$ cat src/rtl/npu_ctrl_pkg.sv
// npu_ctrl_pkg: shared FSM state encoding, matr op codes and default sizes
// for the NPU issue controller and its watchdog.
package npu_ctrl_pkg;
    typedef enum logic [1:0] {
        S_IDLE     = 2'd0,
        S_ISSUE    = 2'd1,
        S_WAIT_RES = 2'd2,
        S_DONE     = 2'd3
    } state_t;
    localparam logic [1:0] OP_LOAD_A  = 2'b00;
    localparam logic [1:0] OP_LOAD_B  = 2'b01;
    localparam logic [1:0] OP_COMPUTE = 2'b10;
    localparam logic [1:0] OP_RSVD    = 2'b11;
    localparam int N_WORDS_DEF = 72;
    localparam int TIMEOUT_DEF = 255;
endpackage

$ cat src/rtl/npu_wdog.sv
// npu_wdog: no-progress watchdog for the NPU issue controller.
// Ports: clk, reset (sync, active-high); clear restarts the count;
// enable counts while high and holds the count at zero while low;
// expired is high on the TIMEOUT-th consecutive enabled cycle without a clear.
module npu_wdog
    import npu_ctrl_pkg::*;
#(
    parameter int TIMEOUT = TIMEOUT_DEF
) (
    input  logic clk,
    input  logic reset,
    input  logic clear,
    input  logic enable,
    output logic expired
);
    localparam int W = $clog2(TIMEOUT + 1);
    logic [W-1:0] r_cnt;
    assign expired = enable && (r_cnt == W'(TIMEOUT - 1));
    // The count saturates once expired, so the controller always sees the flag.
    always_ff @(posedge clk) begin
        if (reset || clear || !enable) r_cnt <= '0;
        else if (!expired) r_cnt <= r_cnt + 1'b1;
    end
endmodule

$ cat src/rtl/npu_issue_ctrl.sv
// npu_issue_ctrl: issues matr instructions to the NPU, stalls the front end
// while a command is in flight and steers returning result words.
// Ports: clk, reset (sync, active-high); id_matr/id_matr_op describe the
// instruction held in ID; npu_ack/npu_rvalid come from the NPU;
// en_npu/npu_op form the level command handshake; stall/id_ex_bubble control
// the pipeline; rw_en/rw_idx write result words; done pulses on completion;
// timeout_err is a sticky abort flag cleared only by reset.
module npu_issue_ctrl
    import npu_ctrl_pkg::*;
#(
    parameter int N_WORDS = N_WORDS_DEF,
    parameter int TIMEOUT = TIMEOUT_DEF
) (
    input  logic       clk,
    input  logic       reset,
    input  logic       id_matr,
    input  logic [1:0] id_matr_op,
    input  logic       npu_ack,
    input  logic       npu_rvalid,
    output logic       en_npu,
    output logic [1:0] npu_op,
    output logic       stall,
    output logic       id_ex_bubble,
    output logic       rw_en,
    output logic [6:0] rw_idx,
    output logic       done,
    output logic       timeout_err
);
    localparam logic [6:0] LAST = 7'(N_WORDS - 1);
    state_t     r_state;
    logic [1:0] r_op;
    logic [6:0] r_idx;
    logic       r_err;
    logic       w_ack, w_rv, w_busy, w_expired;
    assign w_ack  = (r_state == S_ISSUE) && npu_ack;
    assign w_rv   = (r_state == S_WAIT_RES) && npu_rvalid;
    assign w_busy = (r_state == S_ISSUE) || (r_state == S_WAIT_RES);
    // Leaving ISSUE/WAIT_RES holds the watchdog at zero, so every entry starts fresh.
    npu_wdog #(.TIMEOUT(TIMEOUT)) u_wdog (
        .clk    (clk),
        .reset  (reset),
        .clear  (w_ack || w_rv),
        .enable (w_busy),
        .expired(w_expired)
    );
    // Outputs are forced low while reset is held so nothing leaks out mid-reset.
    assign en_npu       = !reset && (r_state == S_ISSUE);
    assign npu_op       = reset ? 2'b00 : r_op;
    assign stall        = !reset && (((r_state == S_IDLE) && id_matr) || w_busy);
    assign id_ex_bubble = stall || (!reset && (r_state == S_DONE));
    assign rw_en        = !reset && w_rv;
    assign rw_idx       = reset ? 7'd0 : r_idx;
    assign done         = !reset && (r_state == S_DONE);
    assign timeout_err  = !reset && r_err;
    // Progress (ack/rvalid) is tested before expiry, so it wins a same-cycle tie.
    always_ff @(posedge clk) begin
        if (reset) begin
            r_state <= S_IDLE;
            r_op    <= OP_LOAD_A;
            r_idx   <= '0;
            r_err   <= 1'b0;
        end else begin
            case (r_state)
                S_IDLE: begin
                    if (id_matr) begin
                        if (id_matr_op == OP_RSVD) r_state <= S_DONE;
                        else begin
                            r_op    <= id_matr_op;
                            r_state <= S_ISSUE;
                        end
                    end
                end
                S_ISSUE: begin
                    if (npu_ack) begin
                        r_idx   <= '0;
                        r_state <= (r_op == OP_COMPUTE) ? S_WAIT_RES : S_DONE;
                    end else if (w_expired) begin
                        r_err   <= 1'b1;
                        r_state <= S_DONE;
                    end
                end
                S_WAIT_RES: begin
                    if (npu_rvalid) begin
                        if (r_idx == LAST) r_state <= S_DONE;
                        else r_idx <= r_idx + 1'b1;
                    end else if (w_expired) begin
                        r_err   <= 1'b1;
                        r_state <= S_DONE;
                    end
                end
                S_DONE: r_state <= S_IDLE;
            endcase
        end
    end
endmodule

$ cat config.mk
export PLATFORM = sky130hd
export DESIGN_NAME = npu_issue_ctrl
export DESIGN_NICKNAME = d
export VERILOG_FILES = /design/src/rtl/npu_ctrl_pkg.sv /design/src/rtl/npu_wdog.sv /design/src/rtl/npu_issue_ctrl.sv
export SDC_FILE = /design/constraint.sdc
export NUM_CORES = 1
export LEC_CHECK = 0
export ABC_AREA = 1
export BUFFER_PORTS_ARGS = -buffer_cell sky130_fd_sc_hd__buf_2
export CORE_MARGIN = 5
export CORE_UTILIZATION = 55
export CTS_CLUSTER_DIAMETER = 150
export DETAILED_ROUTE_END_ITERATION = 16
export HOLD_SLACK_MARGIN = 0.1
export PLACE_DENSITY = 0.83
export SLEW_MARGIN = 20
export SYNTH_ARGS = -nofsm -noshare
export SYNTH_HDL_FRONTEND = slang
export SYNTH_SLANG_ARGS = --single-unit
$ cat constraint.sdc
create_clock -name clk -period 1.85 [get_ports clk]
set_clock_uncertainty 0.15 [all_clocks]
set_input_delay 0.185 -clock clk [delete_from_list [all_inputs] [get_ports clk]]
set_output_delay 0.185 -clock clk [all_outputs]
set_load 0.005 [all_outputs]
==> reports/metrics.csv, run 1 <==
stage;metric;value;unit
run_status;status;completed;
setup_path;path_max_fanout;4;
timing;worst_slew_pin_slew;277;ps
timing;finalCritPeriodShare;0.962;
power;power.total;0.00166;W
synthesis;yosysSeqAreaShare;0.304;
route;dr.pass1.iters;5;
timing;tns;0;ps
grt;grt_max_degree;24;
placed_design;globalplace.congestion;0.886;
finish;fin_area;1610;µm²
timing;hold_viol_final;0;
route;routedWlPerCell;11.8;µm
synthesis;ys_ff_latch;20;
power;p_clk_frac;0.156;
finish;utilization;0.712;
finish;synthToLayoutAreaGrowth;22.0;%
grt;antenna_found_initial;0;
run;drv_cap;0;
power;p_int;0.000962;W
clock_tree;cts_tree;done;
synthesis;synth-xor-area-share;0.0333;
power;combPwrFrac;0.522;
die;fp-row-count;17;
clock_tree;clock_latency;310;ps
die;initial_utilization;0.584;
power;p_per_area;1040;nW/µm²
route;remaining_drc_errors;0;
timing;slew_headroom;0.815;
synthesis;ys_types;25;
die;dieArea;3470;µm²
clock_tree;cts_made_buffers;3;
route;via_per_inst;5.22;
timing;period_minus_slack;1780;ps
setup_path;startpoint_type;flop;
clock_tree;clk_pin_slew;110;ps
setup_path;crit_buf_inv;4;
route;antenna_left;0;
finish;layout-drive-gt1-share;0.192;
grt;grt_pass1_vias;1343;
route;vias;1399;
setup_path;critPathKind;flop to output pin;
route;drt_iter0_drc;91;
clock_tree;clock_sinks;20;
synthesis;postSynthAreaPerCell;6.39;µm²
synthesis;synth_fp_nets;222;
synthesis;yosys_warnings;0;
power;p_switching;0.000701;W
timing;timing.hold.ws;171;ps
synthesis;synth_top_family_by_area;simple AND/OR/NAND/NOR gates;
power;p_sw_frac;0.421;
setup_path;end_kind;output pin;
die;die_y;58.9;µm
timing;slew_violations;0;
grt;gr-usage-all-layers;0.205;
synthesis;yosys.area_share.simple;0.357;
power;ir_worst_vdd;913;µV
setup_path;cp_slowest_cell;dfxtp_4;
setup_path;cp_cell_sequence;inv_4 -> ha_4 -> buf_4 -> inv_1 -> a21oi_1 -> buf_2;
placed_design;place_area;1470;µm²
hold_path;worstHoldPathType;primary input to flop;
die;ios;22;
setup_path;critPathArrivalTime;1450;ps
setup_path;reg2reg_setup_slack;140;ps
clock_tree;root_buffer;clkbuf_4;
finish;layout.cells.most_common;nand2_1;
synthesis;muxShareOfSynthArea;0;
placed_design;numPortBuffers;21;
synthesis;synth_area;1320;µm²
placed_design;dp_hpwl;2.24;mm
setup_path;cpPeakStageDelay;390;ps
die;core_area;2250;µm²
grt;grt_pass1_wl;5.55;mm
clock_tree;clockBufferDepth;2;
die;die_x;58.9;µm
timing;fmaxAchievable;562;MHz
power;p_seq_frac;0.322;
timing;setup_viol;0;
synthesis;synth_fa_ha_area_frac;0.0856;
setup_path;crit_family;flip-flops;
synthesis;synth-compound-area-share;0.128;
grt;grt_overflow;0;
synthesis;synth_cells;206;
finish;antenna_cells;0;
setup_path;crit_required;1510;ps
finish;nNetsFinal;257;
clock_tree;h-tree-depth;1;
finish;final_cell_mix;nand2_1, nor2_1, inv_1;
route;routed_wl;3.15;mm
power;leakagePower;0.736;nW
metal layers:
metal	wire, µm	GRT usage
met4	106	0.133
met3	177	0.0373
met1	1410	0.230
met5	0	0
met2	1460	0.353
synthesized netlist by cell type, drive strengths merged:
cell type,instances,area [µm²]
nor3,3,15.0
o22ai,1,6.26
buf,1,7.51
ha,9,113
nand4,6,37.5
clkbuf,2,7.51
a31oi,1,6.26
xnor2,2,17.5
nand3,12,60.1
inv,28,105
xor2,3,26.3
dfxtp,20,400
nor2,42,158
o211ai,1,7.51
nand2,49,194
a211oi,2,15.0
a21oi,14,88.8
or2,1,6.26
o21ai,9,45.0
cell families after synthesis:
| group | after synthesis |
|---|---|
| simple gates | 113 |
| compound gates | 28 |
| fa+ha+maj | 9 |
| flops | 20 |
| xor+xnor | 5 |
| buf+inv | 31 |
final cells by class:
| cell class | instances | area (µm²) |
|---|---|---|
| clock buffer | 4 | 36.3 |
| sequential | 20 | 405 |
| inverter | 28 | 108 |
| multi-input combinational | 155 | 811 |
| fill | 204 | 649 |
| timing repair buffer | 33 | 210 |
| tap | 28 | 35.0 |
flip-flops by register name, summed over array words and instances (netlist names):
| register | count |
|---|---|
| r_state | 2 |
| r_op | 2 |
| r_err | 1 |
| r_idx | 7 |
| u_wdog.r_cnt | 8 |
final timing paths:
| check | from | to | cells after the start |
|---|---|---|---|
| setup / recovery | r_state[1]$_SDFFE_PP0P_ | stall | 6 |
| setup reg to reg | r_state[1]$_SDFFE_PP0P_ | r_op[1]$_SDFFE_PP0P_ | 6 |
| hold / removal | npu_ack | r_err$_SDFFE_PP0P_ | 4 |
| hold reg to reg | u_wdog.r_cnt[0]$_SDFFE_PP0N_ | u_wdog.r_cnt[0]$_SDFFE_PP0N_ | 1 |
what timing repair did:
action,CTS,global route
hold buffers,6,0
endpoints found under the hold margin,6,0
endpoints found under the setup margin,3,5
resized for setup,4,5
gates cloned,0,0
setup buffers,1,1
pin swaps,0,1
power by group through the flow:
stage               clock network [W]  logic, W  registers [W]
global placement                    0  0.000741       0.000534
CTS                          0.000265  0.000802       0.000527
global route                 0.000288  0.000974       0.000545
finish                       0.000259  0.000868       0.000536
floorplan                           0  0.000525       0.000536
detailed placement                  0  0.000755       0.000536
metrics by stage:
stage	std cells	worst slack (ps)
floorplan	206	240
global placement	256	154
detailed placement	256	59.2
CTS	267	13.1
global route	268	-8.58
finish	268	69.7
worst min-delay path, stage by stage:
cell and delay [ps]:
buf_2 120, nand2_1 100, nand3_1 110, o22ai_1 80
(Power assumes the default switching activity.)
==> run 2, diff against run 1 <==
==> constraint.sdc (replaced) <==
create_clock -name clk -period 1.85 [get_ports clk]
set_clock_uncertainty 0.15 [all_clocks]
set_input_delay 0.0925 -clock clk [delete_from_list [all_inputs] [get_ports clk]]
set_output_delay 0.0925 -clock clk [all_outputs]
set_load 0.005 [all_outputs]
==> run 2 against run 1 <==
Highest routed layer unchanged; register-to-register slack about the same; fmax increased by 1.4%; critical endpoint is now id_ex_bubble; via count up 2.1%.
==> reports/metrics.csv, run 2 (synthesis gave the netlist of run 1 again) <==
stage;metric;value;unit
setup_path;startpoint_type;flop;
route;routedWlPerCell;12.3;µm
die;core_area;2250;µm²
route;via_per_inst;5.37;
placed_design;place_area;1470;µm²
clock_tree;cts_tree;done;
route;dr.pass1.iters;4;
die;ios;22;
timing;timing.hold.ws;348;ps
placed_design;dp_hpwl;2.17;mm
power;p_seq_frac;0.313;
die;fp-row-count;17;
grt;grt_pass1_wl;5.64;mm
finish;reg_top3;u_wdog.r_cnt x8, r_idx x7;
timing;setup_viol;0;
clock_tree;clock_latency;310;ps
setup_path;critPathKind;flop to output pin;
setup_path;cp_slowest_cell;dfxtp_4;
clock_tree;root_buffer;clkbuf_4;
finish;nFillCells;184;
power;p_clk_frac;0.210;
timing;tns;0;ps
die;initial_utilization;0.584;
power;leakagePower;0.725;nW
grt;grt_pass1_vias;1264;
timing;fmaxAchievable;569;MHz
run_status;status;completed;
grt;grt_overflow;0;
finish;nNetsFinal;255;
timing;worst_slew_pin_slew;297;ps
setup_path;end_kind;output pin;
timing;slew_violations;0;
setup_path;critPathArrivalTime;1510;ps
power;p_per_area;1070;nW/µm²
grt;grt_max_degree;24;
die;dieArea;3470;µm²
timing;rsz0062_at_grt;yes;
clock_tree;h-tree-depth;1;
power;p_int;0.00103;W
route;antenna_left;0;
route;vias;1429;
power;combPwrFrac;0.477;
run;drv_cap;0;
setup_path;cp_cell_sequence;inv_1 -> ha_4 -> buf_4 -> inv_1 -> a31oi_1 -> buf_2;
setup_path;crit_required;1610;ps
finish;final_cell_mix;nand2_1, nor2_1, inv_1;
clock_tree;clk_pin_slew;110;ps
finish;utilization;0.713;
finish;top_register;u_wdog.r_cnt;
finish;synthToLayoutAreaGrowth;22.1;%
finish;fin_area;1610;µm²
timing;hold_viol_final;0;
clock_tree;cts_made_buffers;3;
grt;antenna_found_initial;0;
power;power.total;0.00172;W
grt;gr-usage-all-layers;0.209;
power;ir_worst_vdd;1010;µV
placed_design;numPortBuffers;21;
route;drt_iter0_drc;130;
clock_tree;clockBufferDepth;2;
finish;largest_reg_flops;8;
hold_path;worstHoldPathType;flop to flop;
route;remaining_drc_errors;0;
clock_tree;clock_sinks;20;
finish;layout.cells.most_common;nand2_1;
power;p_sw_frac;0.404;
setup_path;cpPeakStageDelay;390;ps
timing;period_minus_slack;1760;ps
timing;finalCritPeriodShare;0.949;
clock_tree;post_cts_buffers;0;
placed_design;globalplace.congestion;0.883;
setup_path;crit_top_cell;inv_1;
finish;layout-drive-gt1-share;0.185;
power;p_switching;0.000695;W
route;routed_wl;3.28;mm
timing;slew_headroom;0.802;
setup_path;path_max_fanout;5;
finish;antenna_cells;0;
die;die_x;58.9;µm
die;die_y;58.9;µm
-- run 2: cell types whose count changed in the layout (fill, tap and decap cells not counted), sizes merged --
cell	before	now
buf	27	25
clkbuf	4	3
bufinv	0	1
-- run 2: final timing paths --
check / from / end / slack [ps] / cells past startpoint
worst max-delay path: r_state[1]$_SDFFE_PP0P_ / id_ex_bubble / 90 / 6
worst min-delay path: r_op[0]$_SDFFE_PP0P_ / r_op[0]$_SDFFE_PP0P_ / 350 / 2
worst min register to register: r_op[0]$_SDFFE_PP0P_ / r_op[0]$_SDFFE_PP0P_ / 350 / 2
worst max register to register: r_state[1]$_SDFFE_PP0P_ / r_idx[6]$_SDFFE_PP0P_ / 140 / 9
-- run 2: worst max-delay path: cells and delay by family, from the launching register on --
family	cells	cell delay (ps)
AOI/OAI and AO/OA	1	140
DFF	1	390
buffers and inverters	4	390
adders and majority gates	1	290
-- run 2: power by group through the flow --
| stage | combinational [W] | sequential (W) | clock, W |
|---|---|---|---|
| 3_5_place_dp | 0.000746 | 0.000537 | 0 |
| 5_1_grt | 0.000908 | 0.000551 | 0.000391 |
| 3_3_place_gp | 0.000741 | 0.000534 | 0 |
| 4_1_cts | 0.000769 | 0.000529 | 0.000369 |
| 6_report | 0.000822 | 0.000539 | 0.000362 |
| 2_1_floorplan | 0.000525 | 0.000536 | 0 |
-- run 2: layout make-up --
cell class                      instances  area [µm²]  area share
Clock buffer                            3        22.5      0.0140
Timing Repair Buffer                   31         195       0.121
Clock inverter                          1        30.0      0.0187
Sequential cell                        20         405       0.252
Multi-Input combinational cell        155         813       0.506
Tap cell                               28        35.0      0.0218
Inverter                               28         105      0.0654
-- run 2: repair_timing --
action / in CTS / in global routing
hold buffers: 6 / 0
setup endpoints to repair: 1 / 14
gates cloned: 0 / 0
endpoints found under the hold margin: 12 / 0
gates resized for setup: 1 / 6
-- run 2: stage by stage --
| step | instances | setup WS (ps) |
|---|---|---|
| floorplan | 206 | 240 |
| global placement | 256 | 151 |
| detailed placement | 256 | 97.4 |
| CTS | 266 | 20.9 |
| global route | 266 | -14.5 |
| finish | 266 | 93.7 |
-- run 2: metal layers --
metal | vias to the layer above | part of all wire | GRT usage | routed length, µm
met5 | - | 0 | 0 | 0
met4 | 0 | 0.029 | 0.0809 | 94
met2 | 59 | 0.48 | 0.334 | 1570
met1 | 638 | 0.43 | 0.269 | 1400
met3 | 14 | 0.065 | 0.0504 | 213
li1 | 718 | - | - | -
==> run 3, diff against run 2 <==
--- a/config.mk
+++ b/config.mk
@@ -5,14 +5,13 @@
 export SDC_FILE = /design/constraint.sdc
 export NUM_CORES = 1
 export LEC_CHECK = 0
-export ABC_AREA = 1
 export BUFFER_PORTS_ARGS = -buffer_cell sky130_fd_sc_hd__buf_2
 export CORE_MARGIN = 5
-export CORE_UTILIZATION = 55
+export CORE_UTILIZATION = 54
 export CTS_CLUSTER_DIAMETER = 150
 export DETAILED_ROUTE_END_ITERATION = 16
 export HOLD_SLACK_MARGIN = 0.1
-export PLACE_DENSITY = 0.83
+export PLACE_DENSITY = 0.82
 export SLEW_MARGIN = 20
 export SYNTH_ARGS = -nofsm -noshare
 export SYNTH_HDL_FRONTEND = slang
==> run 3 against run 2 <==
Combinational power grew 19%; wire length grew 2.1%; worst setup slack lost 88 ps; largest cell class unchanged; global-route usage is essentially flat; final cell count shrank 19%; clock power shrank 45%; clock-buffer cell count is the same.
==> reports/metrics.csv, run 3 <==
stage;metric;value;unit
run_status;status;completed;
power;p_seq_frac;0.307;
clock_tree;cts_made_buffers;3;
die;dieArea;3370;µm²
setup_path;critPathArrivalTime;1600;ps
die;fp-row-count;17;
placed_design;globalplace.congestion;0.927;
timing;period_minus_slack;1840;ps
timing;slew_violations;0;
grt;grt_max_degree;24;
route;remaining_drc_errors;0;
synthesis;synth_ff_type;dfxtp_1;
clock_tree;clock_latency;290;ps
setup_path;crit_required;1610;ps
power;ir_worst_vdd;901;µV
route;drt_iter0_drc;29;
timing;hold_viol_final;0;
synthesis;synth_commonest_cells;dfxtp_1, nor2b_1, nor2_1;
synthesis;ys_ff_latch;20;
clock_tree;clockBufferDepth;2;
setup_path;critPathKind;flop to output pin;
die;core_area;2210;µm²
power;p_clk_frac;0.117;
clock_tree;clk_pin_slew;100;ps
finish;fin_cells;216;
clock_tree;h-tree-depth;1;
finish;antenna_cells;0;
timing;tns;0;ps
clock_tree;root_buffer;clkbuf_4;
synthesis;synth_edf_count;0;
timing;rsz0062_at_grt;yes;
synthesis;synth_fp_nets;165;
clock_tree;cts_tree;done;
finish;layout.cells.most_common;buf_2;
run;drv_cap;0;
synthesis;synth_cells;149;
synthesis;yosys_warnings;0;
finish;top_register;u_wdog.r_cnt;
finish;final_cell_mix;buf_2, dfxtp_1, buf_4;
placed_design;placed_cells;204;
setup_path;path_max_fanout;3;
synthesis;synth.top_cells.by_area;dfxtp_1, ha_1, nor2b_1;
synthesis;ys_types;39;
grt;grt_pass1_wl;5.51;mm
timing;finalCritPeriodShare;0.997;
placed_design;dp_hpwl;2.21;mm
route;antenna_left;0;
synthesis;synth_top_area_share;0.322;
route;routedWlPerCell;15.5;µm
timing;slew_headroom;0.691;
timing;timing.hold.ws;105;ps
power;leakagePower;0.675;nW
synthesis;synth_area;1240;µm²
timing;setup_viol;0;
finish;largest_reg_flops;8;
finish;synthToLayoutAreaGrowth;35.0;%
hold_path;worstHoldPathType;primary input to flop;
timing;worst_slew_pin_slew;452;ps
power;combPwrFrac;0.576;
power;p_int;0.00106;W
hold_path;hold_depth;4;
synthesis;async_reset_ff_frac;0;
setup_path;startpoint_type;flop;
finish;nNetsFinal;206;
synthesis;yosysSeqAreaShare;0.322;
finish;reg_top3;u_wdog.r_cnt x8, r_idx x7;
power;p_sw_frac;0.381;
timing;fmaxAchievable;542;MHz
die;initial_utilization;0.563;
finish;layout-drive-gt1-share;0.362;
grt;antenna_found_initial;0;
setup_path;reg2reg_setup_slack;20;ps
route;via_per_inst;5.88;
synthesis;synth_top_cell_by_area;dfxtp_1;
route;vias;1269;
power;p_switching;0.000650;W
setup_path;end_kind;output pin;
route;routed_wl;3.35;mm
clock_tree;clock_sinks;20;
setup_path;r2r_cells;6;
synthesis;postSynthAreaPerCell;8.36;µm²
grt;gr-usage-all-layers;0.208;
die;die_x;58.0;µm
die;die_y;58.0;µm
grt;grt_pass1_vias;1234;
placed_design;numPortBuffers;21;
die;ios;22;
synthesis;synth_most_common_cell;dfxtp_1;
grt;grt_overflow;0;
power;p_per_area;1010;nW/µm²
route;dr.pass1.iters;4;
## run 3: final cells by class
class / count / area [µm²]
multi-input cells: 116 / 902
fillers: 159 / 532
repair buffers: 42 / 287
clock buffers: 3 / 22.5
well taps: 28 / 35.0
flip-flops and latches: 20 / 405
inverters: 7 / 28.8
## run 3: critical path, cell delays in order, from the launching register on
cell	delay, ps
dfxtp_2	370
inv_4	60
ha_4	240
buf_6	110
a21oi_2	100
nor2_2	60
or2_4	260
buf_6	110
## run 3: power by group through the flow
stage	sequential [W]	combinational, W	clock (W)
after floorplan	0.000528	0.000421	0
after global placement	0.000521	0.000673	0
after detailed placement	0.000528	0.000695	0
after CTS	0.000515	0.000839	0.000211
after global routing	0.000528	0.00106	0.000236
final	0.000523	0.000982	0.000200
## run 3: kinds of logic (layout without fill, tap and decap cells)
kind of cell	after synthesis	in the layout	synth area share
AND/OR/NAND/NOR	66	66	0.305
AO/OA/AOI/OAI	35	35	0.198
flip-flops	20	20	0.322
buffers and inverters	13	52	0.0412
adder cells (fa/ha/maj)	9	9	0.0905
XOR/XNOR	5	5	0.0352
multiplexers	1	1	0.00904
## run 3: through the flow
step                utilization  worst slack (ps)  instance area, µm²  power, W
floorplan                     -              10.9                1250  0.000949
global placement          0.658              39.9                1460   0.00119
detailed placement        0.658             -74.9                1460   0.00122
CTS                       0.730              1.18                1610   0.00157
global route              0.760             -52.2                1680   0.00182
finish                    0.760              5.97                1680   0.00171
## run 3: path summary, 6_finish.rpt
path / startpoint / end
setup / recovery: r_state[0]$_SDFFE_PP0P_ / id_ex_bubble
hold / removal: id_matr / r_op[1]$_SDFFE_PP0P_
setup reg to reg: r_state[0]$_SDFFE_PP0P_ / r_idx[4]$_SDFFE_PP0P_
hold reg to reg: r_err$_SDFFE_PP0P_ / r_err$_SDFFE_PP0P_
## run 3: timing repair
action | 4_1_cts | 5_1_grt
buffers inserted | 3 | 2
setup endpoints to repair | 11 | 13
pin swaps | 1 | 10
resized for setup | 11 | 17
hold buffers | 6 | 0
hold endpoints to repair | 5 | 0
## run 3: routing by layer
metal | global-route usage | wire length, µm | up-vias
met1 | 0.247 | 1490 | 596
met3 | 0.0245 | 147 | 13
li1 | - | - | 620
met2 | 0.369 | 1610 | 40
met5 | 0 | 0 | -
met4 | 0.0993 | 97 | 0
